[config.mk]
export PLATFORM = sky130hd
export DESIGN_NAME = fetch_predictor_flat
export DESIGN_NICKNAME = d
export VERILOG_FILES = /design/src/rtl/fetch_pkg.sv /design/src/rtl/fetch_predictor_if.sv /design/src/rtl/btb_array.sv /design/src/rtl/fetch_predictor.sv /design/src/flat_wrapper.sv
export SDC_FILE = /design/constraint.sdc
export NUM_CORES = 1
export LEC_CHECK = 0
export ABC_AREA = 0
export CORE_MARGIN = 2
export CORE_UTILIZATION = 35
export DETAILED_ROUTE_END_ITERATION = 7
export DONT_BUFFER_PORTS = 1
export SETUP_SLACK_MARGIN = 0.02
export SLEW_MARGIN = 30
export SYNTH_ARGS = -nofsm -noshare
export SYNTH_HDL_FRONTEND = slang
export SYNTH_SLANG_ARGS = --single-unit
[constraint.sdc]
create_clock -name clk -period 5.8 [get_ports clk]
set_input_delay 1.16 -clock clk [delete_from_list [all_inputs] [get_ports clk]]
set_output_delay 1.16 -clock clk [all_outputs]
set_load 0.01 [all_outputs]
[src/rtl/fetch_pkg.sv]
`default_nettype none
//============================================================================
// Module      : fetch_pkg
// Description : Shared defaults, BTB entry type and index/tag/counter helpers
//               for the fetch-stage PC predictor.
// Revision    : 1.0 - initial release
//============================================================================
package fetch_pkg;

    localparam int          c_DEFAULT_DBITS    = 32;
    localparam int          c_DEFAULT_INSTSIZE = 4;
    localparam logic [31:0] c_DEFAULT_STARTPC  = 32'h100;

    // Entry fields are sized for the widest supported PC/counter; unused
    // upper bits are written as zero and trimmed by synthesis.
    localparam int c_MAX_PCW  = 64;
    localparam int c_MAX_CNTW = 8;

    typedef logic [c_MAX_PCW-1:0]  pcw_t;
    typedef logic [c_MAX_CNTW-1:0] cntw_t;

    typedef struct packed {
        logic  valid;
        logic  is_jmp;
        pcw_t  tag;
        pcw_t  target;
        cntw_t cnt;
    } btb_entry_t;

    function automatic pcw_t btb_index(input pcw_t pc, input int idx_bits);
        return (pc >> 2) & ((pcw_t'(1) << idx_bits) - pcw_t'(1));
    endfunction

    function automatic pcw_t btb_tag(input pcw_t pc, input int idx_bits);
        return pc >> (idx_bits + 2);
    endfunction

    function automatic cntw_t cnt_sat_inc(input cntw_t cnt, input int bits);
        cntw_t max_val;
        max_val = (cntw_t'(1) << bits) - cntw_t'(1);
        return (cnt == max_val) ? cnt : cnt + cntw_t'(1);
    endfunction

    function automatic cntw_t cnt_sat_dec(input cntw_t cnt);
        return (cnt == '0) ? cnt : cnt - cntw_t'(1);
    endfunction

endpackage
`default_nettype wire

[src/rtl/fetch_predictor_if.sv]
`default_nettype none
//============================================================================
// Module      : fetch_predictor_if
// Description : Fetch PC / EX resolution bundle between core and predictor.
// Revision    : 1.0 - initial release
//============================================================================
interface fetch_predictor_if
    import fetch_pkg::*;
#(
    parameter int DBITS = c_DEFAULT_DBITS
);

    logic             stall;
    logic [DBITS-1:0] pc_fe;
    logic [DBITS-1:0] pcpred_fe;
    logic             ex_valid;
    logic [DBITS-1:0] ex_pc;
    logic             ex_is_br;
    logic             ex_is_jmp;
    logic             ex_taken;
    logic [DBITS-1:0] ex_target;
    logic [DBITS-1:0] ex_pcpred;
    logic             mispred;
    logic [DBITS-1:0] pcgood;

    modport master (
        output stall, ex_valid, ex_pc, ex_is_br, ex_is_jmp, ex_taken,
               ex_target, ex_pcpred,
        input  pc_fe, pcpred_fe, mispred, pcgood
    );

    modport slave (
        input  stall, ex_valid, ex_pc, ex_is_br, ex_is_jmp, ex_taken,
               ex_target, ex_pcpred,
        output pc_fe, pcpred_fe, mispred, pcgood
    );

endinterface
`default_nettype wire

[src/rtl/btb_array.sv]
`default_nettype none
//============================================================================
// Module      : btb_array
// Description : Direct-mapped BTB storage, two combinational read ports and
//               one synchronous write port; reset clears every entry.
// Revision    : 1.0 - initial release
//============================================================================
module btb_array
    import fetch_pkg::*;
#(
    parameter int BTBENTRIES = 16
) (
    input  wire logic                          clk,
    input  wire logic                          reset_n,
    input  wire logic [$clog2(BTBENTRIES)-1:0] i_rd_fe_idx,
    output      btb_entry_t                    o_rd_fe,
    input  wire logic [$clog2(BTBENTRIES)-1:0] i_rd_ex_idx,
    output      btb_entry_t                    o_rd_ex,
    input  wire logic                          i_we,
    input  wire logic [$clog2(BTBENTRIES)-1:0] i_wr_idx,
    input  wire btb_entry_t                    i_wr_data
);

    btb_entry_t r_mem [BTBENTRIES];

    always_ff @(posedge clk) begin
        if (!reset_n) begin
            for (int i = 0; i < BTBENTRIES; i++) begin
                r_mem[i] <= '0;
            end
        end else if (i_we) begin
            r_mem[i_wr_idx] <= i_wr_data;
        end
    end

    // Reads see pre-write contents during the update cycle.
    assign o_rd_fe = r_mem[i_rd_fe_idx];
    assign o_rd_ex = r_mem[i_rd_ex_idx];

endmodule
`default_nettype wire

[src/rtl/fetch_predictor.sv]
`default_nettype none
//============================================================================
// Module      : fetch_predictor
// Description : Fetch PC register with BTB + saturating-counter next-PC
//               prediction and EX-stage redirect. BTB built only when
//               FETCH_BTB_EN is defined; otherwise predicts PC+INSTSIZE.
// Revision    : 1.0 - initial release
//============================================================================
module fetch_predictor
    import fetch_pkg::*;
#(
    parameter int               DBITS      = c_DEFAULT_DBITS,
    parameter int               INSTSIZE   = c_DEFAULT_INSTSIZE,
    parameter logic [DBITS-1:0] STARTPC    = DBITS'(c_DEFAULT_STARTPC),
    parameter int               BTBENTRIES = 16,
    parameter int               CNTBITS    = 2
) (
    input wire logic         clk,
    input wire logic         reset_n,
    fetch_predictor_if.slave bus
);

    localparam int               c_IDX = $clog2(BTBENTRIES);
    localparam logic [DBITS-1:0] c_INC = DBITS'(INSTSIZE);

    logic [DBITS-1:0] r_pc;
    logic [DBITS-1:0] w_pc_seq;
    logic [DBITS-1:0] w_pcpred;
    logic [DBITS-1:0] w_ex_seq;
    logic [DBITS-1:0] w_actual;
    logic             w_ex_taken;
    logic             w_mispred;

    assign w_pc_seq   = r_pc + c_INC;
    assign w_ex_seq   = bus.ex_pc + c_INC;
    assign w_ex_taken = (bus.ex_is_br & bus.ex_taken) | bus.ex_is_jmp;
    assign w_actual   = w_ex_taken ? bus.ex_target : w_ex_seq;
    assign w_mispred  = bus.ex_valid && (w_actual != bus.ex_pcpred);

`ifdef FETCH_BTB_EN
    logic [c_IDX-1:0] w_fe_idx;
    logic [c_IDX-1:0] w_ex_idx;
    pcw_t             w_fe_tag;
    pcw_t             w_ex_tag;
    btb_entry_t       w_fe_rd;
    btb_entry_t       w_ex_rd;
    btb_entry_t       w_wr_data;
    logic             w_fe_hit;
    logic             w_fe_taken;
    logic             w_ex_hit;
    logic             w_we;

    assign w_fe_idx = c_IDX'(btb_index(pcw_t'(r_pc), c_IDX));
    assign w_ex_idx = c_IDX'(btb_index(pcw_t'(bus.ex_pc), c_IDX));
    assign w_fe_tag = btb_tag(pcw_t'(r_pc), c_IDX);
    assign w_ex_tag = btb_tag(pcw_t'(bus.ex_pc), c_IDX);

    assign w_fe_hit   = w_fe_rd.valid && (w_fe_rd.tag == w_fe_tag);
    assign w_fe_taken = w_fe_rd.is_jmp ||
                        (((w_fe_rd.cnt >> (CNTBITS - 1)) & cntw_t'(1)) != '0);
    assign w_pcpred   = (w_fe_hit && w_fe_taken) ? DBITS'(w_fe_rd.target) : w_pc_seq;
    assign w_ex_hit   = w_ex_rd.valid && (w_ex_rd.tag == w_ex_tag);

    always_comb begin
        w_we      = 1'b0;
        w_wr_data = w_ex_rd;
        if (bus.ex_valid) begin
            if (bus.ex_is_br || bus.ex_is_jmp) begin
                if (w_ex_hit || w_ex_taken) begin
                    w_we             = 1'b1;
                    w_wr_data.valid  = 1'b1;
                    w_wr_data.is_jmp = bus.ex_is_jmp;
                    w_wr_data.tag    = w_ex_tag;
                    w_wr_data.target = pcw_t'(bus.ex_target);
                    if (w_ex_hit) begin
                        w_wr_data.cnt = w_ex_taken ? cnt_sat_inc(w_ex_rd.cnt, CNTBITS)
                                                   : cnt_sat_dec(w_ex_rd.cnt);
                    end else begin
                        w_wr_data.cnt = cntw_t'(1) << (CNTBITS - 1);
                    end
                end
            end else if (w_ex_hit) begin
                // A non-control instruction aliasing a live entry evicts it.
                w_we            = 1'b1;
                w_wr_data.valid = 1'b0;
            end
        end
    end

    btb_array #(
        .BTBENTRIES (BTBENTRIES)
    ) u_btb_array (
        .clk         (clk),
        .reset_n     (reset_n),
        .i_rd_fe_idx (w_fe_idx),
        .o_rd_fe     (w_fe_rd),
        .i_rd_ex_idx (w_ex_idx),
        .o_rd_ex     (w_ex_rd),
        .i_we        (w_we),
        .i_wr_idx    (w_ex_idx),
        .i_wr_data   (w_wr_data)
    );
`else
    assign w_pcpred = w_pc_seq;
`endif

    always_ff @(posedge clk) begin
        if (!reset_n) begin
            r_pc <= STARTPC;
        end else if (w_mispred) begin
            r_pc <= w_actual;
        end else if (!bus.stall) begin
            r_pc <= w_pcpred;
        end
    end

    assign bus.pc_fe     = r_pc;
    assign bus.pcpred_fe = w_pcpred;
    assign bus.mispred   = w_mispred;
    assign bus.pcgood    = w_actual;

endmodule
`default_nettype wire

[src/flat_wrapper.sv]
// flat-port wrapper written by rule: the top's interface ports become plain ports
module fetch_predictor_flat import fetch_pkg::*;
#(
    parameter int               DBITS      = c_DEFAULT_DBITS,
    parameter int               INSTSIZE   = c_DEFAULT_INSTSIZE,
    parameter logic [DBITS-1:0] STARTPC    = DBITS'(c_DEFAULT_STARTPC),
    parameter int               BTBENTRIES = 16,
    parameter int               CNTBITS    = 2
)
  (clk, reset_n, bus_stall, bus_ex_valid, bus_ex_pc, bus_ex_is_br, bus_ex_is_jmp, bus_ex_taken, bus_ex_target, bus_ex_pcpred, bus_pc_fe, bus_pcpred_fe, bus_mispred, bus_pcgood);
  fetch_predictor_if #(.DBITS(DBITS)) bus_i ();
  input wire logic clk;
  input wire logic reset_n;
  input wire logic [$bits(bus_i.stall)-1:0] bus_stall;
  input wire logic [$bits(bus_i.ex_valid)-1:0] bus_ex_valid;
  input wire logic [$bits(bus_i.ex_pc)-1:0] bus_ex_pc;
  input wire logic [$bits(bus_i.ex_is_br)-1:0] bus_ex_is_br;
  input wire logic [$bits(bus_i.ex_is_jmp)-1:0] bus_ex_is_jmp;
  input wire logic [$bits(bus_i.ex_taken)-1:0] bus_ex_taken;
  input wire logic [$bits(bus_i.ex_target)-1:0] bus_ex_target;
  input wire logic [$bits(bus_i.ex_pcpred)-1:0] bus_ex_pcpred;
  output wire logic [$bits(bus_i.pc_fe)-1:0] bus_pc_fe;
  output wire logic [$bits(bus_i.pcpred_fe)-1:0] bus_pcpred_fe;
  output wire logic [$bits(bus_i.mispred)-1:0] bus_mispred;
  output wire logic [$bits(bus_i.pcgood)-1:0] bus_pcgood;
  assign bus_i.stall = bus_stall;
  assign bus_i.ex_valid = bus_ex_valid;
  assign bus_i.ex_pc = bus_ex_pc;
  assign bus_i.ex_is_br = bus_ex_is_br;
  assign bus_i.ex_is_jmp = bus_ex_is_jmp;
  assign bus_i.ex_taken = bus_ex_taken;
  assign bus_i.ex_target = bus_ex_target;
  assign bus_i.ex_pcpred = bus_ex_pcpred;
  assign bus_pc_fe = bus_i.pc_fe;
  assign bus_pcpred_fe = bus_i.pcpred_fe;
  assign bus_mispred = bus_i.mispred;
  assign bus_pcgood = bus_i.pcgood;
  fetch_predictor #(.DBITS(DBITS), .INSTSIZE(INSTSIZE), .STARTPC(STARTPC), .BTBENTRIES(BTBENTRIES), .CNTBITS(CNTBITS)) u_core (.clk(clk), .reset_n(reset_n), .bus(bus_i));
endmodule
==> reports/qor.txt, run 1 <==
Hold Fails Final Rpt: 0
Reg2Reg Setup Slack: 2.50 ns
nets: 766
DRT Wirelength: 19690 microns
DR vias: 5250
fin area: 5182 sq um
Starting Density: 35.52%
Worst Tran Pin Value: 0.9919 ns
total grt overflow: 0
number of synthesized flops with an enable pin: 0
placed cells: 834
DPL Wire Length: 16150 microns
cell row count: 43
Die Span Y: 122 microns
Final GP Congestion: 0.9717
Synthesis Warnings: 0
Critical Path RT: 4.64 ns
die area: 14880 sq um
synthesized area: 4873 sq um
placed cell areas: 5030 sq um
outcome: finished, final reports clean
Yosys cell types: 78
maximum net fanout on the critical path: 8
Post-Syn Area per Cell: 7.167 sq um
Max H-tree Level: 2
PostCTS Resize Cnt: 0
share of the synthesized area in the top cell type: 13.15%
clock-pin slew on the worst setup and hold paths: 0.05 ns
max_slew headroom: 33.17%
clock skew: 0.003721 ns
Fmax: 186.9 MHz
Skew-Pair Late Insertion Delay: 0.28 ns
Ports: 200
min Tclk post-route: 5.350 ns
Min Hold Slack: 0.5680 ns
ys async rst share: 0%
vias in the first global route: 5111
Yosys reg bits: 32
LEAKAGE: 1.825 nW
wire per inst: 23.41 microns
top cells by area, synth: dfxtp_1 (13%), xnor2_1 (11%), xor2_1 (8.6%)
Primary FF master, synth: dfxtp_1
Critical Path End Type: output pin
ANT nets after route: 0
1st-iter DRT viols: 506
post-synthesis sequential area ratio: 13.15%
Root Driver: clkbuf_16
Max VDD drop: 0.0001074 V
layout cells sized above 1: 7.564%
Post-CTS Hold Buffers: 0
TritonRoute pass-1 iters: 5
Crit Path Class: input pin to output pin
Total GRT Usage: 25.51%
CTS Buf Count: 5
number of flip-flops in the largest register: 32
global-route wire length before repair: 29370 microns
Die X: 122 microns
critical path arrival: 4.19 ns
Mapped Cells: 680
setup bufs post-CTS: 0
via/cell ratio: 6.243
Max Cap Violations: 0
core box area: 13720 sq um
Layout Utilization: 37.77%
syn_nets: 785
Area Overhead vs Synth: 6.341%
post-synth top area cell: dfxtp_1
setup TNS: 0 ns
DRC: 0
largest net degree at the start of global routing: 35
HP Class: register to register
final setup fails: 0
pre-CTS setup slack: 0.4915 ns
clk sinks: 32
post-route clock period utilization: 92.24%
fin cells: 841
Slew Viols, Final: 0
initial antenna violation count: 0
unrepaired setup endpoints after global routing: false
Overall Power: 0.8361 mW
IO Port Bufs: 0
PwrDens: 161.3 nW/um^2
crit start category: input pin
Clock Tree Buf Depth: 2
# diodes: 0
CTS tree: yes
Final WS setup: 0.4499 ns
-- cell usage after synthesis (all sizes together), types with 3 or more instances --
cell	count
or4	9
o21a	3
nand3	32
nor3	16
nor2	59
nor2b	10
nand2	55
xor2	48
nand4	20
o2111ai	4
a21oi	14
o22ai	5
o31ai	3
nor4	9
inv	52
and4	4
o221ai	22
a21o	13
a32oi	3
nand2b	14
a2111oi	4
buf	22
and3	13
o311ai	3
or3	17
dfxtp	32
a211oi	26
xnor2	60
nor3b	3
a31oi	6
nand3b	5
clkbuf	20
o32ai	3
o21ai	21
mux2i	7
o211ai	4
a311oi	4
nor4b	3
-- logic make-up after synthesis --
logic type / after synthesis / synth area share [%]
buf+inv: 94 / 8.318
simple gates: 276 / 30.58
flops: 32 / 13.14
xor+xnor: 109 / 19.90
fa+ha+maj: 2 / 0.5134
mux: 8 / 1.669
compound gates: 159 / 25.88
-- area by class of cell --
class	count	area, sq um
Sequential cell	32	640.6
Clock buffer	7	152.6
Fill cell	1471	8537
Tap cell	180	225.2
Timing Repair Buffer	16	120.1
Multi-Input combinational cell	554	3849
Inverter	52	195.2
-- placed cells by master, fill, tap and decap left out, types with 3 or more instances in the layout --
cell type  netlist  routed
o22ai_1          5       5
a311oi_1         4       4
dfxtp_1         32      32
a32oi_1          3       3
o2111ai_1        4       4
or4_1            8       8
nor3b_1          3       3
o21a_1           3       3
nand2b_1        14      14
o311ai_0         3       3
and4_1           4       4
o32ai_1          3       3
a31oi_1          6       6
nor4b_1          3       3
buf_4            8      16
inv_1           51      51
nand3_1         31      31
nor2b_1         10      10
nand3b_1         5       5
nor3_1          16      16
o221ai_2         9       9
and3_1          13      13
a211oi_1        25      25
mux2i_1          7       7
nor2_1          59      59
o221ai_1        13      13
nand4_1         18      18
o21ai_0         20      20
xnor2_1         60      60
nor4_1           8       7
nand2_1         54      54
or3_1           17      17
a21oi_1         14      13
a2111oi_0        4       4
clkbuf_16        0       5
xor2_1          48      48
o211ai_1         4       4
a21o_1          13      13
-- where the power goes --
group          total (mW)  switching [mW]  internal (mW)
Combinational       0.281           0.173          0.108
Sequential          0.280          0.0423          0.238
Clock               0.275          0.0952          0.180
Total               0.836           0.310          0.526
-- path summary, 6_finish.rpt --
check                                                 startpoint  cells past startpoint                                end
worst min register to register  u_core.bus.pc_fe[0]$_SDFFE_PN0P_                      2   u_core.bus.pc_fe[0]$_SDFFE_PN0P_
worst min-delay path            u_core.bus.pc_fe[0]$_SDFFE_PN0P_                      2   u_core.bus.pc_fe[0]$_SDFFE_PN0P_
worst max register to register  u_core.bus.pc_fe[2]$_SDFFE_PN0P_                     10  u_core.bus.pc_fe[26]$_SDFFE_PN0P_
worst max-delay path                                bus_ex_pc[2]                     10                        bus_mispred
-- routing by layer --
layer / vias to the layer above / share of wire [%] / track usage (%)
met2: 253 / 46 / 41.72
li1: 2450 / - / -
met5: - / 0 / 0
met1: 2510 / 42 / 32.94
met4: 0 / 3.0 / 8.836
met3: 37 / 8.9 / 5.805
-- critical path: stages --
cell and delay, ns:
ha_1 0.24, nand4_2 0.23, nor3_1 0.55, nand3_1 0.22, a2111oi_0 0.43, nand4_1 0.15
nor4b_1 0.32, or4b_4 0.51, o21ai_1 0.24, inv_1 0.14
No activity file was read; power rests on OpenSTA's default activity.
==> run 2: changes to the inputs <==
Settings changed: CORE_ASPECT_RATIO from default to 0.9.
==> reports/qor.txt, run 2 (synthesis results as in run 1) <==
outcome: finished, final reports clean
largest net degree at the start of global routing: 37 (+5.7%)
Max VDD drop: 0.0001198 V (+12%)
maximum net fanout on the critical path: 14 (+6)
CTS Buf Count: 5 (unchanged)
clk sinks: 32 (unchanged)
IO Port Bufs: 0 (unchanged)
number of flip-flops in the largest register: 32 (unchanged)
HP Class: register to register
layout cells sized above 1: 7.564% (unchanged)
nets: 765 (-0.13%)
critical path arrival: 4.34 ns (+0.15 ns)
# diodes: 0 (unchanged)
Final GP Congestion: 0.9259 (-4.7%)
1st-iter DRT viols: 520 (+2.8%)
Hold Crit Depth: 2 (unchanged)
post-route clock period utilization: 94.77% (+2.5 points)
Slew Viols, Final: 0 (unchanged)
min Tclk post-route: 5.497 ns (+0.1467 ns)
final setup fails: 0 (unchanged)
Overall Power: 0.8646 mW (+3.4%)
Root Driver: clkbuf_16
Ports: 200 (unchanged)
crit start category: input pin
core box area: 13460 sq um (-1.9%)
LEAKAGE: 1.822 nW (-0.16%)
DR vias: 5210 (-0.76%)
Die Span Y: 115.9 microns (-5.0%)
Post-CTS Hold Buffers: 0 (unchanged)
Critical Path Max Stage Delay: 0.60 ns (+0.05 ns)
total grt overflow: 0 (unchanged)
CP max stage cell: or4b_4
Worst Tran Pin Value: 0.9502 ns (-0.04173 ns)
Critical Path RT: 4.64 ns (about the same)
Critical Path End Type: output pin
DRT Wirelength: 19750 microns (+0.29%)
sink of the worst hold path: u_core.bus.pc_fe[1]$_SDFFE_PN0P_
Layout Utilization: 38.51% (+0.74 points)
Crit Path Class: input pin to output pin
vias in the first global route: 5015 (-1.9%)
setup TNS: 0 ns (unchanged)
Skew-Pair Late Insertion Delay: 0.29 ns (about the same)
TritonRoute pass-1 iters: 5 (unchanged)
Fmax: 181.9 MHz (-2.7%)
setup bufs post-CTS: 0 (unchanged)
PwrDens: 166.8 nW/um^2 (+3.4%)
unrepaired setup endpoints after global routing: false
via/cell ratio: 6.285 (+0.67%)
Clock Tree Buf Depth: 2 (unchanged)
Reg2Reg Launch Point: u_core.bus.pc_fe[2]$_SDFFE_PN0P_
Hold Fails Final Rpt: 0 (unchanged)
commonest non-fill, non-tap cell in the layout: xnor2_1
cell row count: 40 (-7.0%)
clock-pin slew on the worst setup and hold paths: 0.06 ns (about the same)
Min Hold Slack: 0.5864 ns (+0.01839 ns)
CTS tree: yes
Max H-tree Level: 2 (unchanged)
Die X: 128.4 microns (+5.2%)
R2R depth: 10 (unchanged)
Reg2Reg Setup Slack: 2.51 ns (about the same)
most frequent cells in the layout: xnor2_1 (60), nor2_1 (59), nand2_1 (54)
clock skew: 0.009071 ns (+0.005351 ns)
fin cells: 829 (-1.4%)
max_slew headroom: 36.66% (+3.5 points)
die area: 14890 sq um (about the same)
worst-path cell chain: ha_1 -> nand4_4 -> or4_4 -> or3_1 -> mux2i_1 -> o31ai_1 -> o2111ai_1 -> or4b_4 -> o21ai_1 -> inv_1
Area Overhead vs Synth: 6.393% (about the same)
worst hold start: u_core.bus.pc_fe[1]$_SDFFE_PN0P_
Starting Density: 36.20% (+0.68 points)
initial antenna violation count: 0 (unchanged)
global-route wire length before repair: 29390 microns (about the same)
Max Cap Violations: 0 (unchanged)
wire per inst: 23.82 microns (+1.7%)
DRC: 0 (unchanged)
placed cells: 821 (-1.6%)
ANT nets after route: 0 (unchanged)
FF-to-FF End: u_core.bus.pc_fe[26]$_SDFFE_PN0P_
DPL Wire Length: 16380 microns (+1.4%)
Total GRT Usage: 25.74% (+0.23 points)
PostCTS Resize Cnt: 0 (unchanged)
-- run 2: changes by cell type in the layout (fill, tap and decap cells not counted), sizes merged --
| cell | delta |
|---|---|
| buf | -1 |
| bufinv | +1 |
| clkbuf | -1 |
| clkinv | +1 |
-- run 2: through the flow --
stage	worst slack (ns)	cell area, sq um
after floorplan	0.4852	4873
after global placement	0.4124	5007
after detailed placement	0.2724	5007
after CTS	0.2660	5171
after global routing	0.09732	5185
final	0.3032	5185
-- run 2: worst max-delay path by stage --
stage	end	from	slack, ns	cells after the start
final	bus_mispred	bus_ex_pc[2]	0.30	10
after global routing	bus_mispred	bus_ex_pc[2]	0.1	10
after CTS	bus_mispred	bus_ex_pc[2]	0.27	10
after detailed placement	bus_mispred	bus_ex_pc[2]	0.27	10
after global placement	bus_mispred	bus_ex_pc[2]	0.41	10
after floorplan	bus_mispred	bus_ex_pc[2]	0.49	12
-- run 2: where the power goes --
group / switching [mW] / internal [mW]
logic: 0.173 / 0.109
registers: 0.0419 / 0.238
clock network: 0.101 / 0.202
-- run 2: critical path: cells and delay by family --
kind	cells	cell delay [ns]
simple gates	4	1.83
compound gates	3	0.78
fa+ha+maj	1	0.28
mux	1	0.15
buf+inv	1	0.11
-- run 2: cell type report --
cell class	instances	area, sq um
clock inverter	2	35.03
multi-input combinational	554	3862
inverter	52	195.2
sequential	32	640.6
timing repair buffer	15	112.6
fill	1449	8278
clock buffer	6	128.9
tap	168	210.2
-- run 2: routing by layer --
| layer | share of wire, % | vias to the layer above | track usage, % |
|---|---|---|---|
| met5 | 0 | - | 0 |
| met4 | 2.4 | 0 | 6.154 |
| met3 | 10 | 31 | 7.479 |
| met2 | 44 | 280 | 41.42 |
| met1 | 44 | 2446 | 34.09 |
| li1 | - | 2453 | - |
==> run 3: changes to the inputs <==
Settings changed: CTS_CLUSTER_DIAMETER from default to 200.
==> results of run 3 <==
Final layout, timing and power as in run 2 (identical DEF).
